--- src/rtl/soc_periph_demux.sv ---
// Single-master to multi-peripheral request router with an in-order response path.
// Unmapped requests are completed by an internal error responder one cycle after grant.

module soc_periph_demux_win #(
    parameter logic [63:0] Base = 64'h0,
    parameter logic [63:0] Len  = 64'h0
) (
    input  logic [63:0] addr,
    output logic        hit
);
    // Offset compare avoids overflow when Base+Len would wrap past 2^64.
    assign hit = (addr >= Base) && ((addr - Base) < Len);
endmodule

module soc_periph_demux #(
    parameter int NrSlaves = 5,
    parameter int MaxTrans = 4,
    parameter int CntWidth = $clog2(MaxTrans + 1)
) (
    input  logic                         clk_i,
    input  logic                         rst_ni,
    input  logic                         mst_req_i,
    input  logic [63:0]                  mst_addr_i,
    input  logic                         mst_we_i,
    input  logic [7:0]                   mst_be_i,
    input  logic [63:0]                  mst_wdata_i,
    output logic                         mst_gnt_o,
    output logic                         mst_rvalid_o,
    output logic [63:0]                  mst_rdata_o,
    output logic                         mst_err_o,
    output logic [NrSlaves-1:0]          slv_req_o,
    output logic [63:0]                  slv_addr_o,
    output logic                         slv_we_o,
    output logic [7:0]                   slv_be_o,
    output logic [63:0]                  slv_wdata_o,
    input  logic [NrSlaves-1:0]          slv_gnt_i,
    input  logic [NrSlaves-1:0]          slv_rvalid_i,
    input  logic [NrSlaves-1:0][63:0]    slv_rdata_i,
    input  logic [NrSlaves-1:0]          slv_err_i
);
    localparam int TgtWidth = $clog2(NrSlaves + 1);
    typedef logic [TgtWidth-1:0] tgt_t;
    localparam tgt_t TgtErr = tgt_t'(NrSlaves);
    localparam logic [CntWidth-1:0] CntMax = CntWidth'(MaxTrans);

    // Fixed SoC map, indexed DRAM, GPIO, UART, CLINT, Debug from bit 0 upward.
    localparam logic [4:0][63:0] MapBase = {
        64'h0000_0000, 64'h0200_0000, 64'h1000_0000, 64'h4000_0000, 64'h8000_0000};
    localparam logic [4:0][63:0] MapLen = {
        64'h0000_1000, 64'h000C_0000, 64'h0000_1000, 64'h0000_1000, 64'h4000_0000};

    logic [NrSlaves-1:0] hit;
    logic [NrSlaves-1:0] sel_mask;
    logic [NrSlaves-1:0] req;
    tgt_t                tgt;
    tgt_t                cur_tgt;
    logic [CntWidth-1:0] cnt;
    logic                err_pend;
    logic                gnt;
    logic                issue_ok;
    logic                rsp_valid;
    logic                rsp_fire;
    logic [63:0]         rsp_rdata;
    logic                rsp_err;

    for (genvar g = 0; g < NrSlaves; g++) begin : g_win
        if (g < 5) begin : g_map
            soc_periph_demux_win #(
                .Base(MapBase[g]),
                .Len (MapLen[g])
            ) u_win (
                .addr(mst_addr_i),
                .hit (hit[g])
            );
        end else begin : g_nomap
            assign hit[g] = 1'b0;
        end
    end

    always_comb begin
        tgt = TgtErr;
        for (int i = 0; i < NrSlaves; i++)
            if (hit[i]) tgt = tgt_t'(i);
    end

    // When cur_tgt is ERR no slave matches and the error responder drives the response.
    always_comb begin
        rsp_valid = err_pend;
        rsp_err   = err_pend;
        rsp_rdata = '0;
        sel_mask  = '0;
        for (int i = 0; i < NrSlaves; i++) begin
            if (cur_tgt == tgt_t'(i)) begin
                rsp_valid   = slv_rvalid_i[i];
                rsp_err     = slv_err_i[i];
                rsp_rdata   = slv_rdata_i[i];
                sel_mask[i] = 1'b1;
            end
        end
    end

    assign rsp_fire = rsp_valid && (cnt != '0);

    // A full counter still accepts a same-target request when a response retires this cycle.
    assign issue_ok = (cnt == '0) ||
                      ((tgt == cur_tgt) && ((cnt < CntMax) || rsp_fire));

    always_comb begin
        req = '0;
        gnt = 1'b0;
        if (issue_ok) begin
            if (tgt == TgtErr) begin
                gnt = mst_req_i;
            end else begin
                for (int i = 0; i < NrSlaves; i++) begin
                    if (tgt == tgt_t'(i)) begin
                        req[i] = mst_req_i;
                        gnt    = mst_req_i & slv_gnt_i[i];
                    end
                end
            end
        end
    end

    always_ff @(posedge clk_i) begin
        if (!rst_ni) begin
            cnt      <= '0;
            cur_tgt  <= '0;
            err_pend <= 1'b0;
        end else begin
            if (gnt) cur_tgt <= tgt;
            err_pend <= gnt && (tgt == TgtErr);
            case ({gnt, rsp_fire})
                2'b10:   cnt <= cnt + CntWidth'(1);
                2'b01:   cnt <= cnt - CntWidth'(1);
                default: cnt <= cnt;
            endcase
        end
    end

    assign mst_gnt_o    = rst_ni & gnt;
    assign mst_rvalid_o = rst_ni & rsp_fire;
    assign mst_err_o    = rst_ni & rsp_fire & rsp_err;
    assign mst_rdata_o  = (rst_ni && rsp_fire) ? rsp_rdata : '0;
    assign slv_req_o    = rst_ni ? req : '0;

    assign slv_addr_o  = mst_addr_i;
    assign slv_we_o    = mst_we_i;
    assign slv_be_o    = mst_be_i;
    assign slv_wdata_o = mst_wdata_i;

`ifndef SYNTHESIS
    always @(posedge clk_i) begin
        if (rst_ni) begin
            assert (!(|(slv_rvalid_i & ~sel_mask)))
                else $warning("soc_periph_demux: rvalid from non-selected slave dropped");
            assert (!((cnt == '0) && (|slv_rvalid_i)))
                else $warning("soc_periph_demux: rvalid with nothing outstanding dropped");
        end
    end
`endif

endmodule

--- config.mk ---
export PLATFORM = sky130hd
export DESIGN_NAME = soc_periph_demux
export DESIGN_NICKNAME = d
export VERILOG_FILES = /design/src/rtl/soc_periph_demux.sv
export SDC_FILE = /design/constraint.sdc
export NUM_CORES = 1
export LEC_CHECK = 0
export CAP_MARGIN = 10
export CORE_AREA = 2 2 270 272
export CTS_BUF_LIST = sky130_fd_sc_hd__clkbuf_4 sky130_fd_sc_hd__clkbuf_8
export DETAILED_ROUTE_END_ITERATION = 6
export DIE_AREA = 0 0 272 274
export GPL_TIMING_DRIVEN = 0
export PLACE_DENSITY_LB_ADDON = 0.3
export SKIP_CTS_REPAIR_TIMING = 1
export SYNTH_ARGS = -nofsm -noshare
export SYNTH_HDL_FRONTEND = slang
export SYNTH_SLANG_ARGS = --single-unit
--- constraint.sdc ---
create_clock -name clk_i -period 6.73 [get_ports clk_i]
set_input_delay 1.0095 -clock clk_i [delete_from_list [all_inputs] [get_ports clk_i]]
set_output_delay 1.0095 -clock clk_i [all_outputs]
set_load 0.02 [all_outputs]
# --- Word level (Yosys, flattened, before mapping) ---
# Cells that the tools add are included.
word_totals:
  ff_bits: 7
  in_bits: 475
  out_inout_bits: 209
  word_cells: 93
op_classes:
  add_sub_neg: 6
  magnitude_cmp: 11
  n_eq_ne: 12
  muxes: 37
  bitwise: 8
  reduce_logical: 16
op_table:
  columns: ["cell", "n"]
  rows:
  - ["64-bit 2-to-1 mux", 6]
  - ["64-bit by 13-bit less-than comparator with 1-bit output (second input constant)", 3]
  - ["64-bit by 1-bit >= comparator with 1-bit output (second input constant)", 1]
  - ["64-bit by 26-bit >= comparator with 1-bit output (second input constant)", 1]
  - ["64-bit by 29-bit >= comparator with 1-bit output (second input constant)", 1]
  - ["64-bit by 31-bit >= comparator with 1-bit output (second input constant)", 1]
  - ["64-bit by 32-bit >= comparator with 1-bit output (second input constant)", 1]
  - ["64-bit by 20-bit less-than comparator with 1-bit output (second input constant)", 1]
  - ["64-bit by 31-bit less-than comparator with 1-bit output (second input constant)", 1]
  - ["64-bit by 26-bit subtractor with 64-bit output (second input constant)", 1]
  - ["64-bit by 29-bit subtractor with 64-bit output (second input constant)", 1]
  - ["64-bit by 31-bit subtractor with 64-bit output (second input constant)", 1]
  - ["64-bit by 32-bit subtractor with 64-bit output (second input constant)", 1]
  - ["1-bit 2-to-1 mux", 22]
  - ["3-bit 2-to-1 mux", 5]
  - ["5-bit 2-to-1 mux", 3]
  - ["3-bit by 2-bit equality test with 1-bit output (second input constant)", 4]
  - ["3-bit equality test (second input constant)", 3]
  - ["1-bit logical AND", 9]
  - ["3-bit zero test", 3]
  - ["1-bit AND", 8]
  - ["3-bit by 1-bit equality test with 1-bit output (second input constant)", 2]
  - ["3-bit one-hot mux with 2 select lines", 1]
  - ["3-bit by 1-bit adder with 3-bit output (second input constant)", 1]
  - ["8 further kinds", 9]

# --- Depth between registers and ports, before layout ---
logic_depth:
  word_depth: 18
  ltp_mapped: 21
  ltp_nobuf: 18

# --- Modules after synthesis ---
# Synthesis repeated with hierarchy kept, for this count alone.
unflattened:
  cells_unflattened: 706
  area_unflattened_um2: 5801.8
by_module_without_submodules:
  columns: ["module", "n_inst", "cells_each", "area_per_inst_um2", "seq_area_each_um2"]
  rows:
  - ["soc_periph_demux", 1, 467, 4154.0, 140.1]
  - ["soc_periph_demux_win at g_win[3].g_map.u_win", 1, 83, 556.8, 0.0]
  - ["soc_periph_demux_win at g_win[0].g_map.u_win", 1, 71, 466.7, 0.0]
  - ["soc_periph_demux_win at g_win[1].g_map.u_win", 1, 45, 352.8, 0.0]
  - ["soc_periph_demux_win at g_win[2].g_map.u_win", 1, 22, 150.1, 0.0]
  - ["soc_periph_demux_win at g_win[4].g_map.u_win", 1, 18, 121.4, 0.0]

# --- Worst setup path after synthesis ---
# OpenSTA, ideal clock, no wires.
synth_path:
  kind: "input to output"
  startpoint: "input mst_addr_i[31]"
  endpoint: "output slv_req_o[1]"
  t_arrival_ns: 4.731
  required_time_ns: 5.720
  path_slack_ns: 0.989
  stages: 14
  path_buffers: 1
  cell_sequence: "buf_2 inv_1 ha_1 or3b_1 a211oi_1 nand4_1 or4b_1 or4_1 nor4_1 a21oi_1 mux2i_1 nor3_2 nand2_1 nor4_1"
synth_via:
  elab_chain_len: 13
  elab_cells_between_ends: 33
  cone_classes: "4 x add/sub; 10 x order compare; 3 x eq/ne; 9 x mux; 7 x reduce/logical"
synth_rtl:
  columns: ["element", "line_no", "rtl"]
  rows:
  - ["from (decl)", "23", "input logic [63:0] mst_addr_i,"]
  - ["64-bit by 32-bit subtractor with 64-bit output", "12", "assign hit = (addr >= Base) && ((addr - Base) < Len);"]
  - ["64-bit by 31-bit less-than comparator with 1-bit output", "12", null]
  - ["1-bit logical AND", "12", null]
  - ["3-bit 2-to-1 mux (4 in a row)", "83", "if (hit[i]) tgt = tgt_t'(i);"]
  - ["3-bit 2-to-1 mux (*)", "83", null]
  - ["3-bit by 1-bit equality test with 1-bit output or 3-bit equality test (tied branches)", "116, 106", null]
  - ["1-bit 2-to-1 mux or 1-bit logical AND (tied branches)", "116, 106", null]
  - ["5-bit 2-to-1 mux or 1-bit logical OR (tied branches)", "112, 105", null]
  - ["5-bit 2-to-1 mux (*)", "111", "if (issue_ok) begin"]
  - ["5-bit 2-to-1 mux (*)", "145", "assign slv_req_o = rst_ni ? req : '0;"]
  - ["to (decl)", "31", "output logic [NrSlaves-1:0] slv_req_o,"]
# Every way passes the cells marked *; elsewhere a longest branch is shown, timed or not.

# --- Final worst setup path ---
layout_path:
  startpoint: "input mst_addr_i[46]"
  endpoint: "output slv_req_o[1]"
# The elaborated chain is that of the path after synthesis.

==> flow_summary.ini <==
[outcome]
run_status = finished, final reports clean

[worst_setup_path]
setup.reg_to_reg.worst_slack_ns = 2.40
launching_instance_or_port_of_the_critical_path = mst_addr_i[46]
worstSetupPathType = input port to output port
crit_arrival_ns = 5.61
regToRegStartpoint = cur_tgt[0]
path_max_fanout = 6
worst_setup_start_kind = input port
timing.critical_path.required_ns = 5.72
worst_r2r_path_depth = 16
worst_r2r_endpoint = cnt[2]
setup.worst_path.end_class = output port
timing.critical_path.to = slv_req_o[1]

[clocking]
cts_buffers = 3
cts_root_buf = sky130_fd_sc_hd__clkbuf_8
insertion_delay_ns = 0.22
clock_sinks = 7
cts.path.max_buffers = 2
clkTransAtPathRegs_ns = 0.04
clock_tree.htree_level_count = 1
tritoncts = yes

[flow_run]
number_of_max_cap_violations = 0

[sta]
maxClockFrequency_mhz = 151
setup-tns-final_ns = 0
fin_worst_setup_slack_ns = 0.109
worst_clock_skew_ns = 0.00170
min_period_over_period_pct = 98.4
tightestPinTransition_ns = 1.09
hold_violations = 0
maxSlewHeadroom_pct = 27.7
post_layout_minimum_cycle_time_ns = 6.62
setup-violations-final = 0
report.final.slew_viol_count = 0

[placement]
place.detailed.hpwl_um = 48900
port_buffers = 586
place_worst_setup_slack_ns = -1.59
finalWeightedCongestion = 0.942

[yosys]
synth_top_cell_by_area = sky130_fd_sc_hd__mux4_2
ys.warnings.count = 0
post_synth_instance_area_mm2 = 0.00652
yosysUniqueCellTypes = 67
synth-seq-area-share_pct = 2.15
dominantRegCellSynth = sky130_fd_sc_hd__dfxtp_1
post_synth.cell_area_avg_um2 = 7.60
async_reset_ff_share_pct = 0
synth_enable_flop_cells = 0
synthDominantCellAreaShare_pct = 22.8
post_synth_main_area_contributors = sky130_fd_sc_hd__mux4_2 (23%), sky130_fd_sc_hd__buf_4 (16%), sky130_fd_sc_hd__a22oi_1 (7.4%), sky130_fd_sc_hd__nor2_1 (6.4%), sky130_fd_sc_hd__nor4_1 (4.3%)
synth.net_count = 1338
ys_seq_elements = 7
synth_cells = 858

[final_layout]
areaGrowthSynthToFinish_pct = 114
design.final.nets = 1945
post_route_cells_drive_above_1_share_pct = 18.9

[global_route]
via_count_of_the_first_global_routing_pass = 9259
grt_start_max_net_pins = 11
grt_first_pass_wirelength_um = 73500
antenna_violations_before_repair = 31
grt_util_all_layers_pct = 13.7
grt-ovfl-total = 0

[floorplan]
start_util_pct = 9.06
rows = 99
dieArea_mm2 = 0.0745
coreArea_mm2 = 0.0720
dieHeight_um = 274
number_of_primary_i_o_pins = 684
die_w_um = 272

[drt]
ant_nets = 0
routed_via_density = 4.10
drtPass1Iterations = 5
routed_wirelength_um = 56300
drc = 0
wire_length_per_cell_um = 23.2
num_vias = 9951
drt_iter0_markers = 826

[pwr]
pwr-share-clk_pct = 2.7
power.static_leakage_nw = 4.75
vdd_drop_max_uv = 85.1
power.density_mw_per_mm2 = 164
comb_power_share_pct = 94.2
p_switching_mw = 1.14
power_frac_seq_pct = 3.1
power.internal_mw = 1.15
p_sw_share_pct = 49.9

[min_path]
hp-class = flop to flop
-- kinds of logic (layout without fill, tap and decap cells) --
| logic type | Yosys count | after routing | share of synthesized area (%) |
|---|---|---|---|
| DFF | 7 | 7 | 2.15 |
| xor gates and xnor gates | 31 | 31 | 4.16 |
| and+or+nand+nor | 357 | 357 | 30.2 |
| AOI/OAI and AO/OA | 160 | 160 | 17.4 |
| adders and majority gates | 5 | 5 | 1.07 |
| buffers and inverters | 227 | 833 | 21.3 |
| muxes | 71 | 71 | 23.6 |
| other | 0 | 5 | 0 |
-- Yosys cell counts (7+ instances only) --
master	count
sky130_fd_sc_hd__buf_4	138
sky130_fd_sc_hd__nor2_1	112
sky130_fd_sc_hd__mux4_2	66
sky130_fd_sc_hd__a22oi_1	64
sky130_fd_sc_hd__clkbuf_1	51
sky130_fd_sc_hd__nor4_1	45
sky130_fd_sc_hd__nand4_1	35
sky130_fd_sc_hd__nand2_1	32
sky130_fd_sc_hd__nor3_1	29
sky130_fd_sc_hd__nand3_1	23
sky130_fd_sc_hd__o21ai_0	22
sky130_fd_sc_hd__xnor2_1	20
sky130_fd_sc_hd__a21oi_1	19
sky130_fd_sc_hd__inv_1	17
sky130_fd_sc_hd__or4_1	13
sky130_fd_sc_hd__and3_1	12
sky130_fd_sc_hd__buf_1	11
sky130_fd_sc_hd__xor2_1	11
sky130_fd_sc_hd__or3_1	10
sky130_fd_sc_hd__buf_2	9
sky130_fd_sc_hd__o31a_1	8
sky130_fd_sc_hd__dfxtp_1	7
-- per-layer routing --
| layer | track usage (%) | wire, um |
|---|---|---|
| met1 | 16.6 | 21600 |
| met2 | 24.5 | 28400 |
| met3 | 3.65 | 5190 |
| met5 | 0 | 92 |
| met4 | 2.20 | 995 |
-- through the flow --
stage / hold slack, ns / utilization [%] / std cells / instance area, um^2 / power [mW]
2_1_floorplan: 0.472 / - / 858 / 6520 / 1.33
3_3_place_gp: 0.504 / 18.9 / 2403 / 13600 / 2.19
3_5_place_dp: 0.523 / 18.9 / 2404 / 13600 / 2.21
4_1_cts: 0.532 / 19.0 / 2408 / 13600 / 2.28
5_1_grt: 0.551 / 19.4 / 2425 / 13900 / 2.45
6_report: 0.534 / 19.4 / 2428 / 13900 / 2.29
-- layout by cell type (no fill, tap or decap), types with 18 or more instances in the layout --
cell type,netlist,layout
sky130_fd_sc_hd__mux4_2,66,66
sky130_fd_sc_hd__nor3_1,29,27
sky130_fd_sc_hd__nand3_1,23,23
sky130_fd_sc_hd__nor2_1,112,108
sky130_fd_sc_hd__buf_4,138,153
sky130_fd_sc_hd__nor4_1,45,35
sky130_fd_sc_hd__a21oi_1,19,18
sky130_fd_sc_hd__clkbuf_1,51,49
sky130_fd_sc_hd__a22oi_1,64,64
sky130_fd_sc_hd__o21ai_0,22,22
sky130_fd_sc_hd__clkdlybuf4s50_1,0,578
sky130_fd_sc_hd__nand4_1,35,35
sky130_fd_sc_hd__xnor2_1,20,20
sky130_fd_sc_hd__nand2_1,32,31
-- cell type report --
class / count / area, um^2
fill: 8034 / 58000
timing repair buffer: 602 / 5980
multi-input combinational: 624 / 5160
buffer: 210 / 1340
tap: 959 / 1200
sequential: 7 / 140
inverter: 17 / 63.8
clock buffer: 4 / 48.8
antenna: 5 / 12.5
-- flip-flops by register name, summed over array words and instances (netlist names) --
signal / cells
cnt: 3
cur_tgt: 3
err_pend: 1
-- worst min path at each step --
stage	cells past startpoint	endpoint	startpoint	slack, ns
after floorplan	2	cnt[2]	cnt[2]	0.47
after global placement	2	cnt[2]	cnt[2]	0.50
after detailed placement	2	cnt[1]	cnt[1]	0.52
after CTS	2	cnt[1]	cnt[1]	0.53
after global routing	2	cnt[2]	cnt[2]	0.55
final	2	cnt[1]	cnt[1]	0.53
-- critical path: stages --
cell and delay, ns:
sky130_fd_sc_hd__clkdlybuf4s50_1 0.48, sky130_fd_sc_hd__nor4_1 0.81, sky130_fd_sc_hd__nand2_1 0.30, sky130_fd_sc_hd__o41ai_2 0.35, sky130_fd_sc_hd__nand4_1 0.22, sky130_fd_sc_hd__or4_1 0.65, sky130_fd_sc_hd__nor4_4 0.31, sky130_fd_sc_hd__a21oi_2 0.11
sky130_fd_sc_hd__mux2i_1 0.21, sky130_fd_sc_hd__nor3_4 0.37, sky130_fd_sc_hd__nand2_4 0.14, sky130_fd_sc_hd__nor4_4 0.42, sky130_fd_sc_hd__buf_4 0.22
-- power groups by stage --
stage | Clock [mW] | Sequential, mW | Combinational (mW)
after floorplan | 0 | 0.0683 | 1.27
after detailed placement | 0 | 0.0720 | 2.13
after global routing | 0.0674 | 0.0743 | 2.31
after CTS | 0.0637 | 0.0712 | 2.14
final | 0.0626 | 0.0712 | 2.16
after global placement | 0 | 0.0718 | 2.12
No activity file was read; power rests on OpenSTA's default activity.
